[src/rtl/mdio_responder.sv]
// Clause 22 MDIO responder: oversamples MDC/MDIO on clk, decodes frames for phy_address,
// issues one-clk register strobes and serialises read data back onto MDIO.
module mdio_responder #(
  parameter int PREAMBLE_MIN = 32,
  parameter int SYNC_STAGES  = 2
) (
  input  logic        clk,
  input  logic        reset,
  input  logic        mdc,
  input  logic        mdio_in,
  output logic        mdio_out,
  output logic        mdio_oe,
  input  logic [4:0]  phy_address,
  output logic [4:0]  reg_addr,
  output logic [15:0] reg_wdata,
  output logic        reg_we,
  output logic        reg_re,
  input  logic [15:0] reg_rdata,
  output logic        busy
);

  typedef enum logic [2:0] {IDLE, START, CMD, TA_WR, WR_DATA, RD_TA, RD_DATA, SKIP} state_t;

  localparam logic [5:0] PRE_MIN = 6'(PREAMBLE_MIN);

  state_t                 state;
  logic [SYNC_STAGES-1:0] mdc_sync;
  logic [SYNC_STAGES-1:0] mdio_sync;
  logic                   mdc_d;
  logic                   mdc_s;
  logic                   din;
  logic                   bit_event;
  logic [5:0]             pre_cnt;
  logic [4:0]             bit_cnt;
  logic [10:0]            cmd;
  logic [11:0]            cmd_next;
  logic [15:0]            shreg;
  logic [15:0]            wr_next;

  // Synchronizers track the pads continuously so reset never fabricates an MDC edge.
  always_ff @(posedge clk) begin
    mdc_sync  <= {mdc_sync[SYNC_STAGES-2:0], mdc};
    mdio_sync <= {mdio_sync[SYNC_STAGES-2:0], mdio_in};
    mdc_d     <= mdc_s;
  end

  assign mdc_s     = mdc_sync[SYNC_STAGES-1];
  assign din       = mdio_sync[SYNC_STAGES-1];
  assign bit_event = mdc_s & ~mdc_d;
  assign cmd_next  = {cmd, din};
  assign wr_next   = {shreg[14:0], din};

  always_ff @(posedge clk) begin
    if (reset) begin
      state     <= IDLE;
      pre_cnt   <= '0;
      bit_cnt   <= '0;
      cmd       <= '0;
      shreg     <= '0;
      mdio_out  <= 1'b1;
      mdio_oe   <= 1'b0;
      reg_addr  <= '0;
      reg_wdata <= '0;
      reg_we    <= 1'b0;
      reg_re    <= 1'b0;
      busy      <= 1'b0;
    end else begin
      reg_we <= 1'b0;
      reg_re <= 1'b0;
      if (reg_re) shreg <= reg_rdata;
      if (bit_event) begin
        case (state)
          IDLE: begin
            if (din) begin
              if (pre_cnt < PRE_MIN) pre_cnt <= pre_cnt + 6'd1;
            end else if (pre_cnt >= PRE_MIN) begin
              state <= START;
              busy  <= 1'b1;
            end else begin
              pre_cnt <= '0;
            end
          end
          START: begin
            if (din) begin
              state   <= CMD;
              bit_cnt <= '0;
            end else begin
              state   <= IDLE;
              pre_cnt <= '0;
              busy    <= 1'b0;
            end
          end
          CMD: begin
            cmd     <= cmd_next[10:0];
            bit_cnt <= bit_cnt + 5'd1;
            if (bit_cnt == 5'd11) begin
              bit_cnt <= '0;
              if (cmd_next[11:10] == 2'b00 || cmd_next[11:10] == 2'b11) begin
                state   <= IDLE;
                pre_cnt <= '0;
                busy    <= 1'b0;
              end else if (cmd_next[9:5] != phy_address) begin
                state <= SKIP;
              end else if (cmd_next[11:10] == 2'b01) begin
                state <= TA_WR;
              end else begin
                reg_re   <= 1'b1;
                reg_addr <= cmd_next[4:0];
                state    <= RD_TA;
              end
            end
          end
          TA_WR: begin
            if (bit_cnt == 5'd1) begin
              bit_cnt <= '0;
              state   <= WR_DATA;
            end else begin
              bit_cnt <= bit_cnt + 5'd1;
            end
          end
          WR_DATA: begin
            shreg <= wr_next;
            if (bit_cnt == 5'd15) begin
              reg_wdata <= wr_next;
              reg_addr  <= cmd[4:0];
              reg_we    <= 1'b1;
              bit_cnt   <= '0;
              state     <= IDLE;
              pre_cnt   <= '0;
              busy      <= 1'b0;
            end else begin
              bit_cnt <= bit_cnt + 5'd1;
            end
          end
          // Master samples Z on the first TA bit; we drive the 0 only on the second.
          RD_TA: begin
            if (bit_cnt == 5'd0) begin
              bit_cnt <= 5'd1;
            end else begin
              mdio_oe  <= 1'b1;
              mdio_out <= 1'b0;
              bit_cnt  <= '0;
              state    <= RD_DATA;
            end
          end
          RD_DATA: begin
            if (bit_cnt == 5'd16) begin
              mdio_oe  <= 1'b0;
              mdio_out <= 1'b1;
              bit_cnt  <= '0;
              state    <= IDLE;
              pre_cnt  <= '0;
              busy     <= 1'b0;
            end else begin
              mdio_out <= shreg[15];
              shreg    <= {shreg[14:0], 1'b0};
              bit_cnt  <= bit_cnt + 5'd1;
            end
          end
          SKIP: begin
            if (bit_cnt == 5'd17) begin
              bit_cnt <= '0;
              state   <= IDLE;
              pre_cnt <= '0;
              busy    <= 1'b0;
            end else begin
              bit_cnt <= bit_cnt + 5'd1;
            end
          end
          default: begin
            state   <= IDLE;
            pre_cnt <= '0;
            busy    <= 1'b0;
          end
        endcase
      end
    end
  end

endmodule

[config.mk]
export PLATFORM = sky130hd
export DESIGN_NAME = mdio_responder
export DESIGN_NICKNAME = d
export VERILOG_FILES = /design/src/rtl/mdio_responder.sv
export SDC_FILE = /design/constraint.sdc
export NUM_CORES = 1
export LEC_CHECK = 0
export BUFFER_PORTS_ARGS = -buffer_cell sky130_fd_sc_hd__buf_2
export CAP_MARGIN = 5
export CORE_AREA = 2 2 92 94
export CTS_BUF_LIST = sky130_fd_sc_hd__clkbuf_4
export CTS_CLUSTER_DIAMETER = 120
export DETAILED_ROUTE_END_ITERATION = 8
export DIE_AREA = 0 0 94 96
export GPL_ROUTABILITY_DRIVEN = 0
export PLACE_DENSITY_LB_ADDON = 0.2
export SLEW_MARGIN = 40
export SYNTH_ARGS = -nofsm -noshare
export SYNTH_HDL_FRONTEND = slang
export SYNTH_SLANG_ARGS = --single-unit
[constraint.sdc]
create_clock -name clk -period 5.5 [get_ports clk]
set_input_delay 1.1 -clock clk [delete_from_list [all_inputs] [get_ports clk]]
set_output_delay 1.1 -clock clk [all_outputs]
set_load 0.02 [all_outputs]
Word level (Yosys, flattened, before mapping)
Cells that the tools add are included.
{ "op_classes": {"n_addsub": 2, "order_cmp": 2, "eq_ne": 31, "n_mux": 57, "bitwise_logic": 6, "n_reduce_logical": 19} }
{ "ops": {"columns": ["operator", "n"], "rows": [
  ["$mux 5", 11],
  ["$mux 6", 9],
  ["$mux 16", 3],
  ["$pmux 6 s6", 1],
  ["$pmux 5 s7", 1],
  ["$mux 3", 11],
  ["$pmux 16 s2", 1],
  ["$ne 2x2->1 const B", 14],
  ["$pmux 3 s8", 1],
  ["$reduce_and 10->1", 2],
  ["$mux 1", 14],
  ["$eq 3x3->1 const B", 4],
  ["$eq 5x4->1 const B", 2],
  ["$eq 5x5->1 const B", 2],
  ["$pmux 5 s2", 1],
  ["$reduce_and 3->1", 3],
  ["$reduce_and 9->1", 1],
  ["$reduce_and 7->1", 1],
  ["$reduce_bool 7->1", 1],
  ["$add 6x1->6 const B", 1],
  ["$eq 3x2->1 const B", 2],
  ["$ge 6x6->1 const B", 1],
  ["$lt 6x6->1 const B", 1],
  ["$ne 3x3->1 const B", 2],
  ["21 further kinds", 27]
]} }
{ "word_totals": {"ff_bits": 72, "inputBits": 25} }

Logic depth before layout (Yosys ltp)
{ "depth": {"word_depth": 6, "depth_mapped": 8, "ltp_nobuf": 8} }

Worst setup path before layout
OpenSTA, ideal clock, no wires.
{ "synth_path": {"path_type": "reg2reg", "startpoint": "register bit_cnt[0]", "endpoint": "register busy", "setup_time_ns": 0.116, "arrival_time_ns": 2.184, "slack_ns": 3.200, "stages_incl_launch_ff": 9, "n_path_buf": 0, "synth_period_minus_slack_ns": 2.300, "cell_sequence": "dfxtp_1 > ha_1 > and3_1 > ha_1 > nor4b_1 > nand2b_1 > or4_4 > o21ai_0 > a31o_2"} }
{ "synth_via": {"elab_chain_len": 3, "word_cells_on_any_way": 9} }
{ "synth_rtl": {"columns": ["element", "line", "rtl"], "rows": [
  ["start, declared", "34", "logic [4:0] bit_cnt;"],
  ["start signal, assigned", "95", "bit_cnt <= bit_cnt + 5'd1;"],
  ["start signal, assigned", "118", "bit_cnt <= bit_cnt + 5'd1;"],
  ["start signal, assigned", "132", "bit_cnt <= bit_cnt + 5'd1;"],
  ["$eq 5x5->1, or another cell as far along", "161", "if (bit_cnt == 5'd17) begin"],
  ["$ne 2x2->1 (no line)", null, null],
  ["$reduce_and 10->1 (no line) (*)", null, null],
  ["end signal, assigned", "153", "busy <= 1'b0;"],
  ["end signal, assigned", "165", "busy <= 1'b0;"],
  ["end signal, assigned", "173", "busy <= 1'b0;"],
  ["end, declared", "19", "output logic busy"]
]} }
Mark *: on every way between the ends. The rest lies on a longest branch, timed or not.
A chain may end at the register's enable or synchronous reset.

Worst setup path after layout
{ "layout_path": {"startpoint": "register bit_cnt[0]", "endpoint": "register pre_cnt[3]"} }
{ "layout_via": {"elab_chain_len": 3, "word_cells_on_any_way": 9} }
{ "layout_rtl": {"columns": ["element", "line", "rtl"], "rows": [
  ["$eq 5x5->1, or another cell as far along", "161", null],
  ["$ne 2x2->1 (no line)", null, null],
  ["$reduce_and 10->1 (no line) (*)", null, null],
  ["end signal, assigned", "75", "if (pre_cnt < PRE_MIN) pre_cnt <= pre_cnt + 6'd1;"],
  ["end, declared", "33", "logic [5:0] pre_cnt;"]
]} }
Marks and branches as above.

==> impl_metrics.toml <==
[placement]
hpwl_um = 4880
port_buffers = 50

[routing]
ant_nets = 0
drc_errors = 0
drt-vias-per-instance = 5.28
wire_per_inst_um = 13.6
postRouteWirelength_um = 7220
vias = 2808
dr.pass1.iters = 4
drtIter0Drc = 137

[worst_setup_path]
timing.rr.start = "bit_cnt[0]"
worstPathRequired_ps = 5810
end_kind = "register"
worstSetupPathType = "reg2reg"
cp_data_arrival_time_ps = 3110
startpoint_type = "register"
critPathMaxFanout = 8
cp-startpoint = "bit_cnt[0]"

[min_path]
min_path_type = "reg2reg"
hold_start = "mdc_sync[0]"

[clock_network]
clock-sinks = 72
cts_tree = "yes"
ctsHoldBuffers = 0
path_clk_slew_ps = 110
postCtsSetupBuffers = 0
ctsHtreeMaxLevel = 3
clockBufferDepth = 2
cts-buffers-inserted = 9
post_cts_resized = 0
clockRootBuffer = "clkbuf_4"
worst_skew_pair.late_latency_ps = 410

[power_and_ir_drop]
ir_drop_v = 0.000144
power.density_nw_per_um2 = 219
finalPower_uw = 836
leakage_nw = 1.48

[die]
top_level_ports = 51
dieArea_um2 = 9020
die_h_um = 96
die_x_um = 94
num_rows = 33
start_util_pct = 42.2
core-area_um2 = 8050

[global_route]
grt_pass1_vias = 2478
grt_use_total_pct = 16.6
grt_pass1_wl_um = 11800
antenna_found_initial = 0
grt_start_max_net_pins = 68
grt-ovfl-total = 0

[final_layout]
fillCellCount = 839
diodes = 0
final_cell_mix = "72 x dfxtp_1, 50 x buf_2, 47 x nand2_1"
syn_to_final_growth_pct = 12.3
final_layout_size_suffix_gt1_share_pct = 19.2
final_common_cell = "dfxtp_1"
final_nets = 455

[logic_synthesis]
async_flop_share_pct = 0
syn-num-nets = 418
avgSynthCellArea_um2 = 8.82
synth-seq-cells = 72
synth_edf_count = 0
yosys_warnings = 0
synth_ff_type = "dfxtp_1"
synthCells = 385
syn_area_um2 = 3400
ys_types = 53
yosysSeqAreaShare_pct = 42.4

[flow_run]
maxCapViolCount = 0

[sta]
period_minus_slack_ps = 2800
setup_viol = 0
fin_skew_ps = 17.6
hold_viol = 0
finalMaxSlewViolations = 0
fin_crit_sh_pct = 50.9
tightest_slew_ps = 837
slew_headroom_pct = 43.7
fin_tns_setup_ps = 0
rsz0062_at_grt = "false"
fmax_ghz = 0.357

[outcome]
outcome = "finished, final reports clean"
## critical path, cell delays in order, from the launching register on
cell,delay (ps)
dfxtp_1,420
ha_1,260
and3_1,200
ha_1,220
nor4b_2,100
nand2b_1,310
nor4_1,700
o211ai_1,190
a32o_1,310
## sequential cells by signal (all words and copies together) (netlist names), 2 cells and up
| signal | flops |
|---|---|
| pre_cnt | 6 |
| state | 3 |
| mdc_sync | 2 |
| cmd | 11 |
| bit_cnt | 5 |
| shreg | 16 |
| reg_wdata | 16 |
| mdio_sync | 2 |
| reg_addr | 5 |
## report_power, final
part	leakage (nW)	switching [mW]	internal, mW
Sequential	0.582	0.00222	0.524
Clock	0.0675	0.183	0.0959
Combinational	0.831	0.0197	0.0117
Total	1.48	0.205	0.631
## cell type report
type | count | area [um^2] | share of cell area (%)
Clock buffer | 10 | 75.1 | 1.97
Clock inverter | 6 | 36.3 | 0.951
Inverter | 10 | 37.5 | 0.984
Multi-Input combinational cell | 276 | 1820 | 47.7
Sequential cell | 72 | 1440 | 37.8
Tap cell | 105 | 131 | 3.44
Timing Repair Buffer | 53 | 273 | 7.15
## synth_stat cells (2+ instances only)
master	count	area share (%)
a211o_1	3	0.77
a211oi_1	21	4.6
a21o_1	3	0.66
a21oi_1	26	3.8
a32o_1	4	1.2
and2_1	2	0.37
and3_1	4	0.74
buf_1	2	0.22
buf_2	3	0.44
clkbuf_1	20	2.2
dfxtp_1	72	42
ha_1	8	2.9
inv_1	10	1.1
mux2i_1	32	9.4
nand2_1	47	5.2
nand2b_1	3	0.55
nand3_1	9	1.3
nand3b_1	3	0.66
nand4_1	2	0.37
nor2_1	41	4.5
nor2b_1	8	1.5
nor3_1	4	0.59
nor3b_1	5	1.1
nor4_1	3	0.55
nor4b_1	3	0.77
o211ai_1	4	0.88
o21ai_0	7	1.0
o221ai_1	2	0.52
o41ai_1	4	1.0
or4_1	2	0.44
or4_4	2	0.66
xnor2_1	5	1.3
## per-stage QoR
| step | hold WS, ps | utilization, % | cells | instance area [um^2] | worst slack (ps) |
|---|---|---|---|---|---|
| after global placement | 313 | 45.8 | 516 | 3680 | 2830 |
| after CTS | 344 | 47.2 | 532 | 3800 | 2700 |
| final | 341 | 47.4 | 532 | 3820 | 2700 |
| after detailed placement | 315 | 45.8 | 516 | 3690 | 2730 |
| after global routing | 346 | 47.4 | 532 | 3820 | 2460 |
| after floorplan | 310 | - | 385 | 3400 | 3200 |
## routing by layer
metal | up-vias | GRT usage, % | part of all wire, %
met5 | - | 0 | 0
met2 | 42 | 25.5 | 46
met1 | 1305 | 22.1 | 49
met4 | 0 | 5.56 | 0.72
met3 | 4 | 5.09 | 3.9
li1 | 1457 | - | -
## logic make-up after synthesis
kind of cell,share of synthesized area (%)
fa+ha+maj,2.95
buf+inv,4.53
flops,42.4
xor+xnor,1.55
compound gates,17.7
mux,9.76
simple gates,21.1
## final timing paths
kind | end | slack, ps | cells past startpoint
worst min register to register | mdc_sync[1] | 340 | 0
worst min-delay path | mdc_sync[1] | 340 | 0
worst max register to register | pre_cnt[3] | 2700 | 8
worst max-delay path | pre_cnt[3] | 2700 | 8
Power figures use the tool's default switching activity.
